**src/rtl/restoring_divider_pkg.sv**
```systemverilog
// Shared types for the sequential restoring divider.
package div_pkg;

  // Controller states; codes 5..7 are unused and fall back to IDLE.
  typedef enum logic [2:0] {
    IDLE  = 3'd0,
    LOAD  = 3'd1,
    SHIFT = 3'd2,
    SUB   = 3'd3,
    DONE  = 3'd4
  } state_t;

endpackage

```
**src/rtl/restoring_divider_if.sv**
```systemverilog
// Request/result bundle of the restoring divider.
// The master issues set/a/b and observes results; the slave is the divider.
interface restoring_divider_if #(
  parameter int N = 4
);

  logic         set;
  logic [N-1:0] a;
  logic [N-1:0] b;
  logic [N-1:0] q;
  logic [N-1:0] rem;
  logic         busy;
  logic         done;
  logic         div_by_zero;

  modport master (
    output set, a, b,
    input  q, rem, busy, done, div_by_zero
  );

  modport slave (
    input  set, a, b,
    output q, rem, busy, done, div_by_zero
  );

endinterface

```
**src/rtl/restoring_divider.sv**
```systemverilog
// Sequential unsigned restoring divider: one shift step and one
// compare/subtract step per quotient bit, so 2N+3 edges from the edge that
// accepts set to the done pulse (3 edges for a zero divisor).
module restoring_divider
  import div_pkg::*;
#(
  parameter int N = 4
) (
  input  logic                clk,
  input  logic                rst,
  restoring_divider_if.slave  bus
);

  localparam int             CW         = $clog2(N + 1);
  localparam logic [N-1:0]   ZDIV_Q     = {N{1'b1}};
  localparam logic [CW-1:0]  COUNT_INIT = CW'(N);
  localparam logic [CW-1:0]  COUNT_ONE  = CW'(1);

  state_t         state_r;
  state_t         state_s;

  // Working registers: partial remainder, dividend/quotient shifter, divisor.
  logic [N:0]     a_r;
  logic [N-1:0]   q_sh_r;
  logic [N-1:0]   m_r;
  logic [CW-1:0]  count_r;
  logic           dz_r;

  // Result registers driven onto the interface.
  logic [N-1:0]   q_r;
  logic [N-1:0]   rem_r;
  logic           done_r;
  logic           busy_r;
  logic           div_by_zero_r;

  logic [N:0]     diff_s;
  logic           no_borrow_s;

  // Next-state decode of the controller.
  always_comb begin
    state_s = state_r;
    case (state_r)
      IDLE: begin
        if (bus.set) begin
          state_s = LOAD;
        end else begin
          state_s = IDLE;
        end
      end
      LOAD: begin
        if (bus.b == {N{1'b0}}) begin
          state_s = DONE;
        end else begin
          state_s = SHIFT;
        end
      end
      SHIFT: begin
        state_s = SUB;
      end
      SUB: begin
        if (count_r == {CW{1'b0}}) begin
          state_s = DONE;
        end else begin
          state_s = SHIFT;
        end
      end
      DONE: begin
        state_s = IDLE;
      end
      default: begin
        state_s = IDLE;
      end
    endcase
  end

  // Trial subtraction of the divisor from the partial remainder.
  always_comb begin
    diff_s      = a_r - {1'b0, m_r};
    no_borrow_s = (a_r >= {1'b0, m_r});
  end

  // Controller state register.
  always_ff @(posedge clk or posedge rst) begin
    if (rst) begin
      state_r <= IDLE;
    end else begin
      state_r <= state_s;
    end
  end

  // Datapath: operand capture, shift, and conditional subtract/restore.
  always_ff @(posedge clk or posedge rst) begin
    if (rst) begin
      a_r     <= {(N+1){1'b0}};
      q_sh_r  <= {N{1'b0}};
      m_r     <= {N{1'b0}};
      count_r <= {CW{1'b0}};
      dz_r    <= 1'b0;
    end else begin
      case (state_r)
        LOAD: begin
          a_r     <= {(N+1){1'b0}};
          q_sh_r  <= bus.a;
          m_r     <= bus.b;
          count_r <= COUNT_INIT;
          dz_r    <= (bus.b == {N{1'b0}});
        end
        SHIFT: begin
          // A[N] is always 0 before a shift, so dropping it loses nothing.
          {a_r, q_sh_r} <= {a_r[N-1:0], q_sh_r, 1'b0};
          count_r       <= count_r - COUNT_ONE;
        end
        SUB: begin
          if (no_borrow_s) begin
            a_r       <= diff_s;
            q_sh_r[0] <= 1'b1;
          end else begin
            a_r    <= a_r;
            q_sh_r <= q_sh_r;
          end
        end
        default: begin
          a_r     <= a_r;
          q_sh_r  <= q_sh_r;
          m_r     <= m_r;
          count_r <= count_r;
          dz_r    <= dz_r;
        end
      endcase
    end
  end

  // Result registers, busy flag and the one-cycle done pulse.
  always_ff @(posedge clk or posedge rst) begin
    if (rst) begin
      q_r           <= {N{1'b0}};
      rem_r         <= {N{1'b0}};
      div_by_zero_r <= 1'b0;
      done_r        <= 1'b0;
      busy_r        <= 1'b0;
    end else begin
      done_r <= (state_r == DONE);
      busy_r <= (state_s != IDLE);
      if (state_r == DONE) begin
        if (dz_r) begin
          // No shifts happened, so the shifter still holds the dividend.
          q_r           <= ZDIV_Q;
          rem_r         <= q_sh_r;
          div_by_zero_r <= 1'b1;
        end else begin
          q_r           <= q_sh_r;
          rem_r         <= a_r[N-1:0];
          div_by_zero_r <= 1'b0;
        end
      end else begin
        q_r           <= q_r;
        rem_r         <= rem_r;
        div_by_zero_r <= div_by_zero_r;
      end
    end
  end

  assign bus.q           = q_r;
  assign bus.rem         = rem_r;
  assign bus.done        = done_r;
  assign bus.busy        = busy_r;
  assign bus.div_by_zero = div_by_zero_r;

endmodule
```
**src/flat_wrapper.sv**
```systemverilog
// flat-port wrapper written by rule: the top's interface ports become plain ports
module restoring_divider_flat import div_pkg::*;
#(
  parameter int N = 4
)
  (clk, rst, bus_set, bus_a, bus_b, bus_q, bus_rem, bus_busy, bus_done, bus_div_by_zero);
  restoring_divider_if #(.N(N)) bus_i ();
  input  logic clk;
  input  logic rst;
  input wire logic [$bits(bus_i.set)-1:0] bus_set;
  input wire logic [$bits(bus_i.a)-1:0] bus_a;
  input wire logic [$bits(bus_i.b)-1:0] bus_b;
  output wire logic [$bits(bus_i.q)-1:0] bus_q;
  output wire logic [$bits(bus_i.rem)-1:0] bus_rem;
  output wire logic [$bits(bus_i.busy)-1:0] bus_busy;
  output wire logic [$bits(bus_i.done)-1:0] bus_done;
  output wire logic [$bits(bus_i.div_by_zero)-1:0] bus_div_by_zero;
  assign bus_i.set = bus_set;
  assign bus_i.a = bus_a;
  assign bus_i.b = bus_b;
  assign bus_q = bus_i.q;
  assign bus_rem = bus_i.rem;
  assign bus_busy = bus_i.busy;
  assign bus_done = bus_i.done;
  assign bus_div_by_zero = bus_i.div_by_zero;
  restoring_divider #(.N(N)) u_core (.clk(clk), .rst(rst), .bus(bus_i));
endmodule
```
**config.mk**
```make
export PLATFORM = sky130hd
export DESIGN_NAME = restoring_divider_flat
export DESIGN_NICKNAME = d
export VERILOG_FILES = /design/src/rtl/restoring_divider_pkg.sv /design/src/rtl/restoring_divider_if.sv /design/src/rtl/restoring_divider.sv /design/src/flat_wrapper.sv
export SDC_FILE = /design/constraint.sdc
export NUM_CORES = 1
export LEC_CHECK = 0
export ABC_AREA = 1
export CAP_MARGIN = 20
export CORE_MARGIN = 8
export CORE_UTILIZATION = 65
export CTS_CLUSTER_DIAMETER = 40
export DETAILED_ROUTE_END_ITERATION = 8
export DONT_BUFFER_PORTS = 1
export MAX_ROUTING_LAYER = met4
export PLACE_DENSITY = 0.81
export SLEW_MARGIN = 15
export SYNTH_ARGS = -nofsm -noshare
export SYNTH_HDL_FRONTEND = slang
export SYNTH_SLANG_ARGS = --single-unit
```
**constraint.sdc**
```tcl
create_clock -name clk -period 3.2 [get_ports clk]
set_clock_uncertainty 0.1 [all_clocks]
set_input_delay 0.64 -clock clk [delete_from_list [all_inputs] [get_ports clk]]
set_output_delay 0.64 -clock clk [all_outputs]
set_load 0.05 [all_outputs]
```
==> out/summary.log, run 1 <==
[run_status] run status completed
[synthesis] syn_area_per_cell 8.09 µm²
[placed_design] placer congestion estimate 0.843
[synthesis] register area share after synthesis 48.7%
[routing] average vias per placed instance 5.55
[synthesis] synthesized instance count 197
[floorplan] total die area 4290 µm²
[final_layout] Antenna diodes 0
[placed_design] detailed placement HPWL 2470 µm
[setup_path] family with the most delay on the worst path adder cells
[clock_tree] total number of clock tree sinks 31
[setup_path] Top cell by count, worst path sky130_fd_sc_hd__nand2_1
[setup_path] peak fanout along the critical path 3
[setup_path] Critical Path AT 1.90 ns
[routing] Routed WL per cell 13.7 µm
[placed_design] cell total after placement 226
[routing] met3 wire len 218 µm
[sta] worst slew margin relative to its limit 46.5%
[global_routing] total congestion overflow after global routing 0
[global_routing] maximum number of pins on one net before global-route repair 22
[final_layout] number of nets in the layout 221
[final_layout] most frequent cells in the layout sky130_fd_sc_hd__nand2_1 (55), sky130_fd_sc_hd__dfrtp_1 (31), sky130_fd_sc_hd__inv_1 (28)
[floorplan] Core Area 2410 µm²
[clock_tree] TritonCTS Buffers 5
[global_routing] wire length of the first global-routing pass 5350 µm
[floorplan] effective utilization at floorplan 66.1%
[routing] antenna viol nets, final 0
[setup_path] critical path's slowest cell sky130_fd_sc_hd__dfrtp_1
[routing] 1st-pass router iterations 4
[synthesis] flip-flop and latch count after synthesis 31
[sta] Post-Route Hold Slack 0.236 ns
[clock_tree] post-cts gate resize count 0
[routing] initial drt markers 82
[clock_tree] Post-CTS Hold Buffers 0
[sta] setup repair after global routing missed its margin false
[global_routing] antenna violations before repair 0
[routing] uppermost signal routing layer after detailed routing met4
[setup_path] r2r setup slk 1.43 ns
[setup_path] Largest stage delay, worst path 0.39 ns
[sta] summed negative setup slack over all endpoints 0 ns
[power_and_ir_drop] Worst VDD drop 0.916 mV
[setup_path] Crit Path Class reg -> reg
[routing] Detailed Route WL 3200 µm
[setup_path] Worst Reg-to-Reg Cells 11
[power_and_ir_drop] power density relative to cell area 1190 nW/µm²
[placed_design] count of port buffers added during placement 0
[setup_path] cells along the critical path inv_1 -> ha_1 -> fa_1 -> inv_1 -> nand2_1 -> nand2_1 -> nand3_1 -> nand3_1 -> nand2_1 -> nand2_1 -> nand2_1
[routing] Detail Route met2 WL 1560 µm
[min_path] Worst Hold Class in -> async
[routing] DRC violation count after routing 0
[sta] setup violators final 0
[clock_tree] level count of the clock H-tree 2
[sta] final number of hold-violating endpoints 0
[global_routing] via count of the first global-routing pass 1,242
[sta] number of max-slew violations in the final report 0
[floorplan] vertical die dimension 65.5 µm
[floorplan] row count 18
[clock_tree] TritonCTS clock tree built
[global_routing] aggregate global-route resource usage 16.8%
[sta] shortest period the worst path allows 1.77 ns
[clock_tree] Worst-Skew Late Latency 0.34 ns
[clock_tree] postcts setup bufs 0
[setup_path] CP Capture Type flip-flop
[clock_tree] maximum clock insertion buffer count 2
[setup_path] data required time at the worst endpoint 3.33 ns
[final_layout] layout overhead on the synthesized area 4.79%
[synthesis] Unique masters post-synth 24
[synthesis] Netlist Area Pre-Place 1590 µm²
[sta] highest clock frequency the design can meet 0.566 GHz
[job] max-cap check violation count 0
[sta] final critical-path share of the clock period 55.2%
[synthesis] Synth Warn # 0
[placed_design] Area after DPL 1620 µm²
[setup_path] worst path buffer plus inverter count 2
[sta] Worst Max-Slew Pin Slew 0.801 ns
[routing] count of vias placed by the detailed router 1,298
[final_layout] fraction of layout instances using a drive strength above 1 9.31%
[setup_path] terminus of the critical flop-to-flop path u_core.a_r[4]
[final_layout] count of fill cells added during filler insertion 202
[final_layout] most common cell after layout, fill and taps aside sky130_fd_sc_hd__nand2_1
[floorplan] DIE WIDTH 65.5 µm
[synthesis] Mapped Nets 215
[power_and_ir_drop] Static Leakage 0.896 nW
[floorplan] ports placed on the boundary 22
[final_layout] number of cells in the finished layout apart from fillers 234
[final_layout] final cell area excluding filler cells 1670 µm²
[clock_tree] Root Buffer sky130_fd_sc_hd__clkbuf_4
[setup_path] startpoint type of the worst setup path flip-flop
[routing] wire length on met1 1380 µm
[setup_path] Critical R2R Launch u_core.a_r[0]
[clock_tree] clock slew at reported path FFs 0.09 ns
[cell families (layout without fill, tap and decap cells)]
logic type	count (synthesis)	in the layout	share of synthesized area, %
adder cells (fa/ha/maj)	7	7	5.97
AND/OR/NAND/NOR	99	99	27.6
buffers and inverters	33	40	8.48
AO/OA/AOI/OAI	27	27	9.27
flip-flops	31	31	48.7
[per-stage QoR]
| stage | setup WS, ns | util, % | power [mW] |
|---|---|---|---|
| final | 1.43 | 69.3 | 1.99 |
| after global routing | 1.31 | 69.3 | 2.18 |
| after CTS | 1.44 | 69.3 | 2.00 |
| after detailed placement | 1.46 | 67.2 | 1.78 |
| after global placement | 1.47 | 67.2 | 1.73 |
| after floorplan | 1.61 | - | 1.59 |
[synth_stat cells]
cell / count / area [µm²]
sky130_fd_sc_hd__inv_1: 28 / 105
sky130_fd_sc_hd__nand2_4: 3 / 33.8
sky130_fd_sc_hd__a32oi_1: 1 / 8.76
sky130_fd_sc_hd__fa_1: 1 / 20.0
sky130_fd_sc_hd__nand2_1: 55 / 206
sky130_fd_sc_hd__buf_6: 1 / 11.3
sky130_fd_sc_hd__o22ai_1: 3 / 18.8
sky130_fd_sc_hd__nand2_2: 2 / 12.5
sky130_fd_sc_hd__inv_2: 3 / 11.3
sky130_fd_sc_hd__ha_1: 6 / 75.1
sky130_fd_sc_hd__nand3_1: 15 / 75.1
sky130_fd_sc_hd__buf_4: 1 / 7.51
sky130_fd_sc_hd__dfrtp_1: 31 / 776
sky130_fd_sc_hd__o21ai_1: 1 / 5.00
sky130_fd_sc_hd__a21oi_1: 5 / 25.0
sky130_fd_sc_hd__nor2_2: 1 / 6.26
sky130_fd_sc_hd__or2_2: 2 / 12.5
sky130_fd_sc_hd__o21ai_0: 13 / 65.1
sky130_fd_sc_hd__nor2_1: 17 / 63.8
sky130_fd_sc_hd__nor2_4: 1 / 11.3
sky130_fd_sc_hd__or2_1: 1 / 6.26
sky130_fd_sc_hd__nand4_1: 1 / 6.26
sky130_fd_sc_hd__a31oi_1: 4 / 25.0
sky130_fd_sc_hd__nor3_1: 1 / 5.00
[state kept, by name, summed over array words and instances, names as in the netlist]
name and flops:
u_core.bus.done 1, u_core.bus.rem 4, u_core.state_r 3, u_core.count_r 3, u_core.dz_r 1, u_core.q_sh_r 4
u_core.bus.div_by_zero 1, u_core.bus.busy 1, u_core.m_r 4, u_core.a_r 5, u_core.bus.q 4
[layout make-up]
| cell class | instances | area [µm²] | share of cell area (%) |
|---|---|---|---|
| timing repair buffer | 1 | 7.51 | 0.450 |
| inverter | 31 | 116 | 6.97 |
| sequential | 31 | 776 | 46.5 |
| clock inverter | 1 | 5.00 | 0.300 |
| tap | 30 | 37.5 | 2.25 |
| clock buffer | 7 | 45.0 | 2.70 |
| multi-input combinational | 133 | 682 | 40.9 |
[worst reg2reg max path, delay by kind of cell, from the launching register on]
family | cells | cell delay [ns]
buf+inv | 2 | 0.15
simple gates | 7 | 0.46
flops | 1 | 0.39
fa+ha+maj | 2 | 0.56
[worst max path at each step]
stage | end | from | slack [ns] | cells after the start
detailed placement | u_core.a_r[4] | u_core.a_r[0] | 1.46 | 11
global placement | u_core.a_r[4] | u_core.a_r[0] | 1.47 | 11
finish | u_core.a_r[4] | u_core.a_r[0] | 1.43 | 11
floorplan | u_core.a_r[4] | u_core.a_r[0] | 1.61 | 11
global route | u_core.a_r[0] | u_core.a_r[2] | 1.31 | 9
CTS | bus_rem[1] | u_core.bus.rem[1] | 1.44 | 0
[report_power, final]
group          internal (mW)  switching [mW]
combinational          0.308           0.580
sequential             0.558           0.329
clock                 0.0854           0.132
[per-layer routing]
| metal | global-route usage, % | vias to the layer above |
|---|---|---|
| met3 | 6.97 | 5 |
| li1 | - | 639 |
| met5 | - | - |
| met2 | 26.7 | 35 |
| met1 | 18.6 | 619 |
| met4 | 5.99 | 0 |
(Power assumes the default switching activity.)
==> run 2, diff against run 1 <==
--- a/config.mk
+++ b/config.mk
@@ -8,12 +8,12 @@
 export ABC_AREA = 1
 export CAP_MARGIN = 20
 export CORE_MARGIN = 8
-export CORE_UTILIZATION = 65
+export CORE_UTILIZATION = 56
 export CTS_CLUSTER_DIAMETER = 40
 export DETAILED_ROUTE_END_ITERATION = 8
 export DONT_BUFFER_PORTS = 1
 export MAX_ROUTING_LAYER = met4
-export PLACE_DENSITY = 0.81
+export PLACE_DENSITY = 0.74
 export SLEW_MARGIN = 15
 export SYNTH_ARGS = -nofsm -noshare
 export SYNTH_HDL_FRONTEND = slang
==> constraint.sdc (replaced) <==
create_clock -name clk -period 1.57 [get_ports clk]
set_clock_uncertainty 0.1 [all_clocks]
set_input_delay 0.314 -clock clk [delete_from_list [all_inputs] [get_ports clk]]
set_output_delay 0.314 -clock clk [all_outputs]
set_load 0.05 [all_outputs]
==> run 2 against run 1 <==
The run now ends with negative setup slack left. Via count up 3.4%. Sequential power up 110%. Sequential cell count unchanged. Design area up 16%. Clock power rose to 3.0 times the previous value. Hold slack worse by 0.20 ns. Critical path type unchanged. Non-clock buffer count up 15. Largest power group unchanged. Cell count up 6.8%. Utilization up 1.3 points. Count of clock-buffer cells in the layout down 1. First-iteration DRC count up 33%. Largest cell class unchanged.
==> out/summary.log, run 2 (synthesis results as in run 1) <==
[sta] worst slew margin relative to its limit 67.7%
[floorplan] row count 19
[power_and_ir_drop] power density relative to cell area 2510 nW/µm²
[clock_tree] maximum clock insertion buffer count 2
[sta] Post-Route Hold Slack 0.0353 ns
[floorplan] vertical die dimension 69.3 µm
[clock_tree] Worst-Skew Late Latency 0.33 ns
[sta] final setup slack of the worst path -0.0669 ns
[routing] average vias per placed instance 5.37
[sta] summed negative setup slack over all endpoints -0.121 ns
[setup_path] peak fanout along the critical path 2
[final_layout] layout overhead on the synthesized area 21.1%
[routing] initial drt markers 109
[sta] shortest period the worst path allows 1.64 ns
[run_status] violations in the final reports negative setup slack
[clock_tree] total number of clock tree sinks 31
[setup_path] CP Capture Type flip-flop
[sta] highest clock frequency the design can meet 0.611 GHz
[setup_path] Crit Path Class reg -> reg
[placed_design] placer congestion estimate 0.879
[clock_tree] level count of the clock H-tree 2
[floorplan] total die area 4810 µm²
[clock_tree] Root Buffer sky130_fd_sc_hd__clkbuf_4
[routing] count of vias placed by the detailed router 1,342
[placed_design] detailed placement HPWL 2500 µm
[final_layout] Antenna diodes 0
[routing] antenna viol nets, final 0
[setup_path] data required time at the worst endpoint 1.74 ns
[floorplan] DIE WIDTH 69.3 µm
[min_path] Worst Hold Class in -> reg
[run_status] run status finished, violations left
[final_layout] area occupied by multi-input gates 773 µm²
[routing] Detailed Route WL 3490 µm
[global_routing] total congestion overflow after global routing 0
[sta] final number of hold-violating endpoints 0
[final_layout] most common cell after layout, fill and taps aside sky130_fd_sc_hd__nand2_1
[power_and_ir_drop] Worst VDD drop 1.82 mV
[final_layout] top register by number of flip-flops u_core.a_r
[global_routing] via count of the first global-routing pass 1,258
[setup_path] startpoint type of the worst setup path flip-flop
[final_layout] most frequent cells in the layout sky130_fd_sc_hd__nand2_1 (50), sky130_fd_sc_hd__dfrtp_1 (31), sky130_fd_sc_hd__inv_1 (23)
[power_and_ir_drop] Static Leakage 0.988 nW
[placed_design] count of port buffers added during placement 0
[clock_tree] clock slew at reported path FFs 0.10 ns
[job] max-cap check violation count 0
[final_layout] number of nets in the layout 236
[global_routing] aggregate global-route resource usage 14.5%
[sta] Worst Max-Slew Pin Slew 0.484 ns
[floorplan] ports placed on the boundary 22
[clock_tree] TritonCTS clock tree built
[floorplan] effective utilization at floorplan 58.3%
[sta] setup repair after global routing missed its margin true
[routing] DRC violation count after routing 0
[sta] final critical-path share of the clock period 104%
[global_routing] antenna violations before repair 0
[sta] setup violators final 2
[sta] number of max-slew violations in the final report 0
[setup_path] Critical Path AT 1.81 ns
[floorplan] Core Area 2730 µm²
[routing] 1st-pass router iterations 4
[final_layout] flip-flop count of the largest register, all copies and words added 5
[placed_design] cell total after placement 234
[global_routing] maximum number of pins on one net before global-route repair 21
[final_layout] number of cells in the finished layout apart from fillers 250
[final_layout] fraction of layout instances using a drive strength above 1 24.7%
[final_layout] area used by sequential logic in the layout 776 µm²
[routing] Routed WL per cell 14.0 µm
[global_routing] wire length of the first global-routing pass 5660 µm
[setup_path] r2r setup slk -0.07 ns
[clock_tree] TritonCTS Buffers 5
[final_layout] count of fill cells added during filler insertion 194
==> run 2: final cells by class <==
class	count	share of cell area, %
Clock buffer	6	2.66
Clock inverter	2	1.82
Inverter	31	6.23
Multi-Input combinational cell	133	40.1
Sequential cell	31	40.2
Tap cell	31	2.01
Timing Repair Buffer	16	7.00
==> run 2: worst paths after layout <==
kind                                from               to  cells after the start
hold reg to reg            u_core.m_r[3]    u_core.m_r[3]                      2
setup / recovery           u_core.m_r[0]    u_core.a_r[4]                     11
min in group asynchronous            rst  u_core.bus.done                      2
setup reg to reg           u_core.m_r[0]    u_core.a_r[4]                     11
hold / removal                  bus_b[0]    u_core.m_r[0]                      2
max in group asynchronous            rst    u_core.a_r[2]                      3
==> run 2: where the power goes <==
part | switching, mW | total (mW) | internal, mW
Clock | 0.277 | 0.653 | 0.376
Combinational | 1.38 | 2.36 | 0.977
Sequential | 0.688 | 1.82 | 1.14
==> run 2: critical path: stages (launching register included) <==
cell and delay (ns):
sky130_fd_sc_hd__dfrtp_1 0.43, sky130_fd_sc_hd__ha_4 0.18, sky130_fd_sc_hd__fa_2 0.33, sky130_fd_sc_hd__inv_2 0.07, sky130_fd_sc_hd__nand2_2 0.07, sky130_fd_sc_hd__nand2_2 0.07, sky130_fd_sc_hd__nand2_1 0.05, sky130_fd_sc_hd__nand2_1 0.06
sky130_fd_sc_hd__nand3_2 0.05, sky130_fd_sc_hd__nand2_1 0.06, sky130_fd_sc_hd__nand2_1 0.05, sky130_fd_sc_hd__nand2_1 0.05
==> run 2: timing repair <==
| item | 4_1_cts | 5_1_grt |
|---|---|---|
| pin swaps | 5 | 1 |
| gates resized for setup | 14 | 7 |
| setup endpoints to repair | 6 | 7 |
| hold endpoints to repair | 11 | 0 |
| hold buffers | 1 | 0 |
| setup buffers | 3 | 4 |
==> run 2: layer usage <==
metal	vias to the layer above	track usage, %	routed length, µm
li1	671	-	-
met1	626	16.0	1500
met2	35	23.4	1730
met3	10	6.15	188
met4	0	3.87	72
met5	-	-	0
==> run 2: stage by stage <==
stage                     setup WS [ns]  area (µm²)  utilization (%)  power (mW)
after global placement          -0.0705        1690             61.7        3.65
after global routing             -0.171        1930             70.6        5.22
after CTS                       -0.0220        1870             68.3        4.63
after floorplan                0.000882        1600                -        3.25
final                           -0.0669        1930             70.6        4.84
after detailed placement        -0.0973        1690             61.7        3.74
